$ cat src/rtl/led_pattern_gen_pkg.sv
// Shared types and widths for the multi-channel LED pattern generator.
package led_pkg;

    localparam int MODE_W = 2;
    localparam int DUTY_W = 8;

    typedef enum logic [MODE_W-1:0] {
        LED_OFF     = 2'd0,
        LED_ON      = 2'd1,
        LED_BLINK   = 2'd2,
        LED_BREATHE = 2'd3
    } led_mode_e;

    typedef enum logic {
        RAMP_UP   = 1'b0,
        RAMP_DOWN = 1'b1
    } ramp_dir_e;

    localparam logic [DUTY_W-1:0] DUTY_TOP = '1;

endpackage

$ cat src/rtl/led_pattern_gen_if.sv
// Host-side configuration port of the LED pattern generator (valid/ready write channel).
interface led_pattern_gen_if #(
    parameter int PW = 10
);
    import led_pkg::*;

    logic              cfg_valid;
    logic              cfg_ready;
    logic [3:0]        cfg_ch;
    logic [MODE_W-1:0] cfg_mode;
    logic [PW-1:0]     cfg_half_per;
    logic              cfg_err;

    modport master (
        output cfg_valid,
        output cfg_ch,
        output cfg_mode,
        output cfg_half_per,
        input  cfg_ready,
        input  cfg_err
    );

    modport slave (
        input  cfg_valid,
        input  cfg_ch,
        input  cfg_mode,
        input  cfg_half_per,
        output cfg_ready,
        output cfg_err
    );

endinterface

$ cat src/rtl/led_pattern_gen_tick_gen.sv
// Shared prescaler: emits a one-cycle strobe every DIV enabled clocks.
module tick_gen #(
    parameter int DIV = 10
) (
    input  logic CLK100MHZ,
    input  logic RST,
    input  logic EN,
    output logic tick
);

    localparam int            CW   = $clog2(DIV);
    localparam logic [CW-1:0] LAST = CW'(DIV - 1);

    logic [CW-1:0] r_pcnt;
    logic          w_last;

    assign w_last = (r_pcnt == LAST);

    always_ff @(posedge CLK100MHZ) begin
        if (RST) begin
            r_pcnt <= '0;
        end else if (EN) begin
            r_pcnt <= w_last ? '0 : r_pcnt + CW'(1);
        end
    end

    // Gated so a counter frozen on its last value does not hold the strobe high.
    assign tick = EN && !RST && w_last;

endmodule

$ cat src/rtl/led_pattern_gen.sv
// Multi-channel LED driver: per-channel OFF/ON/BLINK/BREATHE modes on a shared tick and PWM counter.
module led_pattern_gen
    import led_pkg::*;
#(
    parameter int CLK_FREQ_HZ = 100_000_000,
    parameter int TICK_HZ     = 1_000,
    parameter int CHANNELS    = 4,
    parameter int PW          = 10
) (
    input  logic                CLK100MHZ,
    input  logic                RST,
    input  logic                EN,
    led_pattern_gen_if.slave    cfg,
    output logic                tick,
    output logic [CHANNELS-1:0] LED
);

    localparam int         TICK_DIV = CLK_FREQ_HZ / TICK_HZ;
    localparam logic [4:0] CH_LIM   = 5'(CHANNELS);

    function automatic logic [PW-1:0] f_half_last(input logic [PW-1:0] half);
        return (half == '0) ? '0 : half - PW'(1);
    endfunction

    function automatic logic [DUTY_W-1:0] f_ramp_duty(input logic [DUTY_W-1:0] duty,
                                                      input ramp_dir_e         dir);
        if (dir == RAMP_UP) begin
            return (duty == DUTY_TOP) ? DUTY_TOP - DUTY_W'(1) : duty + DUTY_W'(1);
        end
        return (duty == '0) ? DUTY_W'(1) : duty - DUTY_W'(1);
    endfunction

    function automatic ramp_dir_e f_ramp_dir(input logic [DUTY_W-1:0] duty,
                                             input ramp_dir_e         dir);
        if ((dir == RAMP_UP) && (duty == DUTY_TOP)) begin
            return RAMP_DOWN;
        end
        if ((dir == RAMP_DOWN) && (duty == '0)) begin
            return RAMP_UP;
        end
        return dir;
    endfunction

    logic              r_ready;
    logic              r_err;
    logic [DUTY_W-1:0] r_pwm;
    logic              w_wr;
    logic              w_ch_ok;
    logic              w_wr_ok;
    logic              w_tick;

    tick_gen #(
        .DIV (TICK_DIV)
    ) u_tick_gen (
        .CLK100MHZ (CLK100MHZ),
        .RST       (RST),
        .EN        (EN),
        .tick      (w_tick)
    );

    assign tick = w_tick;

    assign w_wr    = cfg.cfg_valid && r_ready;
    assign w_ch_ok = ({1'b0, cfg.cfg_ch} < CH_LIM);
    assign w_wr_ok = w_wr && w_ch_ok;

    always_ff @(posedge CLK100MHZ) begin
        if (RST) begin
            r_ready <= 1'b0;
            r_err   <= 1'b0;
        end else begin
            r_ready <= 1'b1;
            r_err   <= w_wr && !w_ch_ok;
        end
    end

    assign cfg.cfg_ready = r_ready;
    assign cfg.cfg_err   = r_err;

    always_ff @(posedge CLK100MHZ) begin
        if (RST) begin
            r_pwm <= '0;
        end else if (EN) begin
            r_pwm <= r_pwm + DUTY_W'(1);
        end
    end

    for (genvar gi = 0; gi < CHANNELS; gi++) begin : g_ch
        localparam logic [3:0] IDX = 4'(gi);

        led_mode_e         r_mode,  w_mode_nxt;
        logic [PW-1:0]     r_half,  w_half_nxt;
        logic [PW-1:0]     r_cnt,   w_cnt_nxt;
        logic              r_state, w_state_nxt;
        logic [DUTY_W-1:0] r_duty,  w_duty_nxt;
        ramp_dir_e         r_dir,   w_dir_nxt;
        logic              r_led,   w_led_nxt;
        logic              w_sel;

        assign w_sel = w_wr_ok && (cfg.cfg_ch == IDX);

        // A write to this channel takes priority over a coincident tick.
        always_comb begin
            w_mode_nxt  = r_mode;
            w_half_nxt  = r_half;
            w_cnt_nxt   = r_cnt;
            w_state_nxt = r_state;
            w_duty_nxt  = r_duty;
            w_dir_nxt   = r_dir;
            if (w_sel) begin
                w_mode_nxt  = led_mode_e'(cfg.cfg_mode);
                w_half_nxt  = cfg.cfg_half_per;
                w_cnt_nxt   = '0;
                w_state_nxt = 1'b0;
                w_duty_nxt  = '0;
                w_dir_nxt   = RAMP_UP;
            end else if (w_tick) begin
                case (r_mode)
                    LED_BLINK: begin
                        if (r_cnt == f_half_last(r_half)) begin
                            w_cnt_nxt   = '0;
                            w_state_nxt = !r_state;
                        end else begin
                            w_cnt_nxt = r_cnt + PW'(1);
                        end
                    end
                    LED_BREATHE: begin
                        w_duty_nxt = f_ramp_duty(r_duty, r_dir);
                        w_dir_nxt  = f_ramp_dir(r_duty, r_dir);
                    end
                    default: begin
                    end
                endcase
            end
        end

        always_comb begin
            w_led_nxt = 1'b0;
            if (EN) begin
                case (r_mode)
                    LED_ON:      w_led_nxt = 1'b1;
                    LED_BLINK:   w_led_nxt = r_state;
                    LED_BREATHE: w_led_nxt = (r_pwm < r_duty);
                    default:     w_led_nxt = 1'b0;
                endcase
            end
        end

        always_ff @(posedge CLK100MHZ) begin
            if (RST) begin
                r_mode  <= LED_OFF;
                r_half  <= '0;
                r_cnt   <= '0;
                r_state <= 1'b0;
                r_duty  <= '0;
                r_dir   <= RAMP_UP;
                r_led   <= 1'b0;
            end else begin
                r_mode  <= w_mode_nxt;
                r_half  <= w_half_nxt;
                r_cnt   <= w_cnt_nxt;
                r_state <= w_state_nxt;
                r_duty  <= w_duty_nxt;
                r_dir   <= w_dir_nxt;
                r_led   <= w_led_nxt;
            end
        end

        assign LED[gi] = r_led;
    end

endmodule

$ cat src/flat_wrapper.sv
// flat-port wrapper written by rule: the top's interface ports become plain ports
module led_pattern_gen_flat import led_pkg::*;
#(
    parameter int CLK_FREQ_HZ = 100_000_000,
    parameter int TICK_HZ     = 1_000,
    parameter int CHANNELS    = 4,
    parameter int PW          = 10
)
  (CLK100MHZ, RST, EN, tick, LED, cfg_cfg_valid, cfg_cfg_ch, cfg_cfg_mode, cfg_cfg_half_per, cfg_cfg_ready, cfg_cfg_err);
  led_pattern_gen_if #(.PW(PW)) cfg_i ();
  input  logic CLK100MHZ;
  input  logic RST;
  input  logic EN;
  output logic tick;
  output logic [CHANNELS-1:0] LED;
  input wire logic [$bits(cfg_i.cfg_valid)-1:0] cfg_cfg_valid;
  input wire logic [$bits(cfg_i.cfg_ch)-1:0] cfg_cfg_ch;
  input wire logic [$bits(cfg_i.cfg_mode)-1:0] cfg_cfg_mode;
  input wire logic [$bits(cfg_i.cfg_half_per)-1:0] cfg_cfg_half_per;
  output wire logic [$bits(cfg_i.cfg_ready)-1:0] cfg_cfg_ready;
  output wire logic [$bits(cfg_i.cfg_err)-1:0] cfg_cfg_err;
  assign cfg_i.cfg_valid = cfg_cfg_valid;
  assign cfg_i.cfg_ch = cfg_cfg_ch;
  assign cfg_i.cfg_mode = cfg_cfg_mode;
  assign cfg_i.cfg_half_per = cfg_cfg_half_per;
  assign cfg_cfg_ready = cfg_i.cfg_ready;
  assign cfg_cfg_err = cfg_i.cfg_err;
  led_pattern_gen #(.CLK_FREQ_HZ(CLK_FREQ_HZ), .TICK_HZ(TICK_HZ), .CHANNELS(CHANNELS), .PW(PW)) u_core (.CLK100MHZ(CLK100MHZ), .RST(RST), .EN(EN), .cfg(cfg_i), .tick(tick), .LED(LED));
endmodule
$ cat config.mk
export PLATFORM = sky130hd
export DESIGN_NAME = led_pattern_gen_flat
export DESIGN_NICKNAME = d
export VERILOG_FILES = /design/src/rtl/led_pattern_gen_pkg.sv /design/src/rtl/led_pattern_gen_if.sv /design/src/rtl/led_pattern_gen_tick_gen.sv /design/src/rtl/led_pattern_gen.sv /design/src/flat_wrapper.sv
export SDC_FILE = /design/constraint.sdc
export NUM_CORES = 1
export LEC_CHECK = 0
export BUFFER_PORTS_ARGS = -buffer_cell sky130_fd_sc_hd__buf_2
export CAP_MARGIN = 30
export CORE_MARGIN = 3
export CORE_UTILIZATION = 30
export DETAILED_ROUTE_END_ITERATION = 16
export SLEW_MARGIN = 20
export SYNTH_ARGS = -nofsm -noshare
export SYNTH_HDL_FRONTEND = slang
export SYNTH_SLANG_ARGS = --single-unit
export TNS_END_PERCENT = 1
$ cat constraint.sdc
create_clock -name CLK100MHZ -period 3.8 [get_ports CLK100MHZ]
set_input_delay 1.14 -clock CLK100MHZ [delete_from_list [all_inputs] [get_ports CLK100MHZ]]
set_output_delay 1.14 -clock CLK100MHZ [all_outputs]
set_load 0.05 [all_outputs]
# ---- After elaboration in Yosys (flattened, before gate mapping)
# Index checks and enable logic that the tools add are counted.
dict set report word_totals {
  register_bits 159
  out_inout_bits 7
}
dict set report classes {
  add_sub_neg 18
  magnitude_cmp 5
  eq_ne 24
  n_mux 98
  n_bitwise 5
  reduce_logical 57
}
# op n
set ops {}
lappend ops {{8-bit 2-to-1 mux} 16}
lappend ops {{10-bit 2-to-1 mux} 8}
lappend ops {{1-bit 2-to-1 mux} 69}
lappend ops {{10-bit by 1-bit adder with 10-bit output (second input constant)} 4}
lappend ops {{8-bit by 1-bit adder with 8-bit output (second input constant)} 5}
lappend ops {{10-bit == test} 4}
lappend ops {{10-bit logical NOT} 4}
lappend ops {{10-bit by 1-bit subtractor with 10-bit output (second input constant)} 4}
lappend ops {{8-bit == test (second input constant)} 4}
lappend ops {{8-bit logical NOT} 4}
lappend ops {{8-bit less-than comparator} 4}
lappend ops {{8-bit by 1-bit subtractor with 8-bit output (second input constant)} 4}
lappend ops {{3-bit AND reduction} 8}
lappend ops {{17-bit by 1-bit adder with 17-bit output (second input constant)} 1}
lappend ops {{17-bit == test (second input constant)} 1}
lappend ops {{1-bit logical AND} 17}
lappend ops {{17-bit 2-to-1 mux} 1}
lappend ops {{2-bit == test (second input constant)} 8}
lappend ops {{2-bit AND reduction} 8}
lappend ops {{1-bit one-hot mux with 3 select lines} 4}
lappend ops {{2-bit OR reduction} 5}
lappend ops {{2-bit by 1-bit == test with 1-bit output (second input constant)} 4}
lappend ops {{4-bit by 2-bit == test with 1-bit output (second input constant)} 2}
lappend ops {{2-bit nonzero test} 4}
lappend ops {{other kinds (5)} 14}

# ---- Longest topological paths before layout
dict set report depth {
  depth_word 12
  depth_mapped 12
  mapped_depth_nobuf 9
}

# ---- Modules after synthesis
# From an unflattened synthesis, not the netlist that was laid out.
dict set report hier_totals {
  hier_cells 1285
  area_unflattened_um2 10263.6
}
# mod n_inst cells_each area_per_inst_um2
set by_module_without_submodules {}
lappend by_module_without_submodules {led_pattern_gen 1 1189 9352.7}
lappend by_module_without_submodules {tick_gen 1 96 910.9}

# ---- Least setup slack after synthesis
# No wires, ideal clock.
dict set report synth_path {
  kind {input to register}
  startpoint {input port RST}
  endpoint {register u_core.g_ch[2].r_cnt[0]}
  setup_time_ps 118
  arrival_ps 3017
  required_ps 3682
  slack_ps 665
  cell_stages 7
  n_path_buf 0
  cell_sequence {nand3b_1 or4_1 nor4b_2 o2111ai_1 a2111o_1 nand2_2 nor2_1}
}
dict set report synth_via {
  elab_chain_cells 4
}
# element line_no
set synth_rtl {}
lappend synth_rtl {{start, declared} flat_wrapper.sv:12} ;# input logic RST;
lappend synth_rtl {{1-bit logical NOT} led_pattern_gen_tick_gen.sv:28} ;# assign tick = EN && !RST && w_last;
lappend synth_rtl {{1-bit logical AND (2 in a row)} led_pattern_gen_tick_gen.sv:28}
lappend synth_rtl {{2-bit AND reduction (no line)} n/a}
lappend synth_rtl {{end signal, assigned} led_pattern_gen.sv:161} ;# r_cnt <= w_cnt_nxt;
lappend synth_rtl {{end, declared} led_pattern_gen.sv:93} ;# logic [PW-1:0] r_cnt, w_cnt_nxt;
# Parallel ways exist; a longest one is shown, timed or not.
# A chain may end at the register's enable or synchronous reset.

# ---- Worst setup path in the final report
dict set report layout_path {
  startpoint {input port RST}
  endpoint {output port tick}
}
dict set report layout_via {
  elab_chain_cells 3
}
# element line_no
set layout_rtl {}
lappend layout_rtl {{1-bit logical NOT} led_pattern_gen_tick_gen.sv:28}
lappend layout_rtl {{1-bit logical AND (2 in a row)} led_pattern_gen_tick_gen.sv:28}
lappend layout_rtl {{end, declared} flat_wrapper.sv:14} ;# output logic tick;
# Every way passes these cells.

==> summary.txt <==
Yosys
  – Register area share after synthesis: between 30 and 40%
  – Post-synth top area cell: dfxtp_1
  – Synth Net Count: 1,378
  – Synth cell count leaders: 173 x nor2_1, 159 x dfxtp_1, 111 x nand2_1, 89 x a21oi_1, 67 x o21ai_0
  – Xor and xnor area share after synthesis: 7.75%
  – Simple-gate share of the synthesized area: between 20% and 30%
  – Complex-gate fraction of the synthesized area: 18.2%
  – Ys async rst share: 0%
  – Post-synth EDFFs: 0
  – Mapped cell area: 10,200 sq um
  – Mapped Cells: 1,312
  – Post-Synth Adder-Cell Area: 5.66%
  – Multiplexer share of the synthesized area: 4.46%
  – Most frequent cell after synthesis: nor2_1
  – Synth top area cells: dfxtp_1 31%, nor2_1 6.4%, ha_1 5.7%, a21oi_1 4.4%, mux2i_1 4.2%
  – Unique masters post-synth: between 70 and 80
  – Syn_area_per_cell: roughly 7.7 sq um
  – Most used DFF post-synth: dfxtp_1
  – Yosys warnings: 0
  – Yosys reg bits: between 150 and 200
  – Top-area cell type share of the netlist area: between 30 and 40%
  – Largest family of logic cells by synthesized area: simple AND/OR/NAND/NOR gates

STA
  – Slew @ Worst Pin: 808 ps
  – Hold Slack: 473 ps
  – Final hold viol count: 0
  – Max Clk Rate: 0.285 GHz
  – Final setup vio count: 0
  – Period Utilization, post-route: 92.3%
  – Clk_skew: 8.69 ps
  – Final Max Tran Viols: 0
  – Worst Slack Setup Final: 293 ps
  – Setup TNS: 0 ps
  – RSZ-0062 raised after global routing: false
  – Max-slew headroom: 45.7%
  – Fin crit period: 3510 ps

Cells and area
  – Final core utilization: between 30% and 40%
  – Final net count: 1,375
  – # diodes: 0
  – Layout cells sized above 1: between 7 and 8%
  – Area growth syn-to-layout: 11.6%
  – FILL cells: roughly 3,400

Worst setup path
  – Worst Path Required: approximately 2700 ps
  – Worst Path Arrival: 2370 ps
  – Crit Path Max Fanout: 3
  – Crit-path cells: buf_2, nand3b_1, nor3_1, nand2_1, inv_1, buf_2
  – Setup crit end kind: output port
  – Crit-path max cell delay: 290 ps
  – Startpoint Class: input port
  – Crit Path Class: input port to output port
  – CP most frequent cell: buf_2
  – Worst r2r path cells: 9
  – Slowest cell on crit path: buf_2

CTS
  – Total CTS buffers: 17
  – Clock Tree Root: clkbuf_16
  – Clk sinks: 159
  – Clock latency on the worst-skew pair: 430 ps
  – CTS tree: yes
  – Post-CTS Setup Repair Bufs: 0
  – Clk pin slew, worst setup/hold paths: 60 ps
  – Hold_buf cts: 0
  – Resized Gates After CTS: 0
  – H-tree depth: 4
  – Clk buf depth: 2

GRT
  – First-pass GRT wire length: 43,200 um
  – Total gr overflow: 0
  – Largest net degree at the start of global routing: 65
  – Initial antenna violation count: 1
  – All-Layer GR Usage: 14.4%
  – Number of global-route vias before repair: 8,719

Floorplan
  – Initial Util: 30.8%
  – Core footprint: about 33,000 sq um
  – Row count: 66
  – Die Height: 190 um
  – Die area: 36,100 sq um
  – I/O Pins: 27
  – Width of the die: 190 um

Power and ir drop
  – P_sw: just over 0.8 mW
  – Worst VDD drop: 251 uV
  – Combinational power share: 5.0%
  – Power Internal: 2.91 mW
  – Pwr Density: ~330 nW/um^2
  – Switching Share: 22.1%
  – Leakage power total: 4.24 nW
  – Sequential power share: 45.3%
  – Clk network pwr share: 49.7%

Route
  – Vias: around 9,300
  – Vias per cell: 5.29
  – Final ANT Viol Nets: 0
  – Final WL: 25,900 um
  – Drt pass-1 iters: 5
  – Drt wl/cell: 14.7 um
  – Initial DRC count: between 500 and 600
  – Drt drc: 0

Min path
  – Hold Crit Depth: 2
  – Worst hold path type: register to register

Place
  – GPL Wtd Cong: between 0.8 and 0.9
  – Pre-CTS setup slack: 326 ps
  – IO Port Bufs: 26
  – DP HPWL: 18,900 um

Run
  – Max-cap viol count: 0

Run status
  – Status: complete, no violations
-- stage by stage --
step	area, sq um	total power [mW]	cells
final	11300	3.73	1762
after global routing	11300	3.87	1762
after CTS	11300	3.78	1762
after detailed placement	10700	1.91	1732
after global placement	10700	1.91	1732
after floorplan	10200	1.85	1312
-- cell usage in the layout (no fill, tap or decap), types with 40 or more instances in the layout --
master	count
o21ai_0	67
nand3_1	40
xnor2_1	46
mux2i_1	43
nand2_1	111
dfxtp_1	159
a21oi_1	89
ha_1	46
nor2_1	173
xor2_1	44
inv_1	60
-- state kept, by name, summed over array words and instances, names as in the netlist --
name and flops:
u_core.g_ch.r_cnt 40, u_core.g_ch.r_half 40, u_core.g_ch.r_duty 32, u_core.u_tick_gen.r_pcnt 17, u_core.g_ch.r_mode 8, u_core.r_pwm 8
u_core.g_ch.r_dir 4, u_core.g_ch.r_led 4, u_core.g_ch.r_state 4, u_core.cfg.cfg_err 1, u_core.cfg.cfg_ready 1
-- cells by family after synthesis --
kind of cell	Yosys count
and+or+nand+nor	555
AOI/OAI and AO/OA	291
DFF	159
buffers and inverters	126
xor gates and xnor gates	90
adders and majority gates	46
muxes	45
-- worst paths after layout --
kind,start,end,slack [ps]
worst max-delay path,RST,tick,290
worst min-delay path,u_core.g_ch[3].r_state,u_core.g_ch[3].r_state,470
worst max register to register,u_core.g_ch[1].r_half[0],u_core.g_ch[1].r_cnt[0],650
worst min register to register,u_core.g_ch[3].r_state,u_core.g_ch[3].r_state,470
-- metal layers --
| metal | part of all wire (%) | wire length (um) | vias up | GRT usage (%) |
|---|---|---|---|---|
| met5 | 0.069 | 18 | - | 0 |
| li1 | - | - | 4712 | - |
| met4 | 2.1 | 533 | 2 | 4.86 |
| met3 | 3.2 | 837 | 44 | 2.23 |
| met1 | 47 | 12200 | 4394 | 18.7 |
| met2 | 48 | 12400 | 169 | 24.3 |
-- power by group through the flow --
stage	logic, mW	registers, mW	clock network, mW
6_report	0.187	1.69	1.85
5_1_grt	0.207	1.69	1.97
4_1_cts	0.188	1.69	1.90
3_5_place_dp	0.187	1.73	0
3_3_place_gp	0.185	1.73	0
2_1_floorplan	0.126	1.72	0
-- final cells by class --
class / count / area [sq um] / share of cell area, %
Multi-Input combinational cell: 1027 / 6490 / 57.2
Sequential cell: 159 / 3180 / 28.1
Tap cell: 442 / 553 / 4.88
Clock buffer: 19 / 433 / 3.82
Timing Repair Buffer: 44 / 265 / 2.34
Inverter: 60 / 225 / 1.99
Clock inverter: 11 / 190 / 1.68
-- worst max-delay path: cells and delay by family --
family        cells  cell delay (ps)
buf+inv           3              560
simple gates      3              660
(Power assumes the default switching activity.)
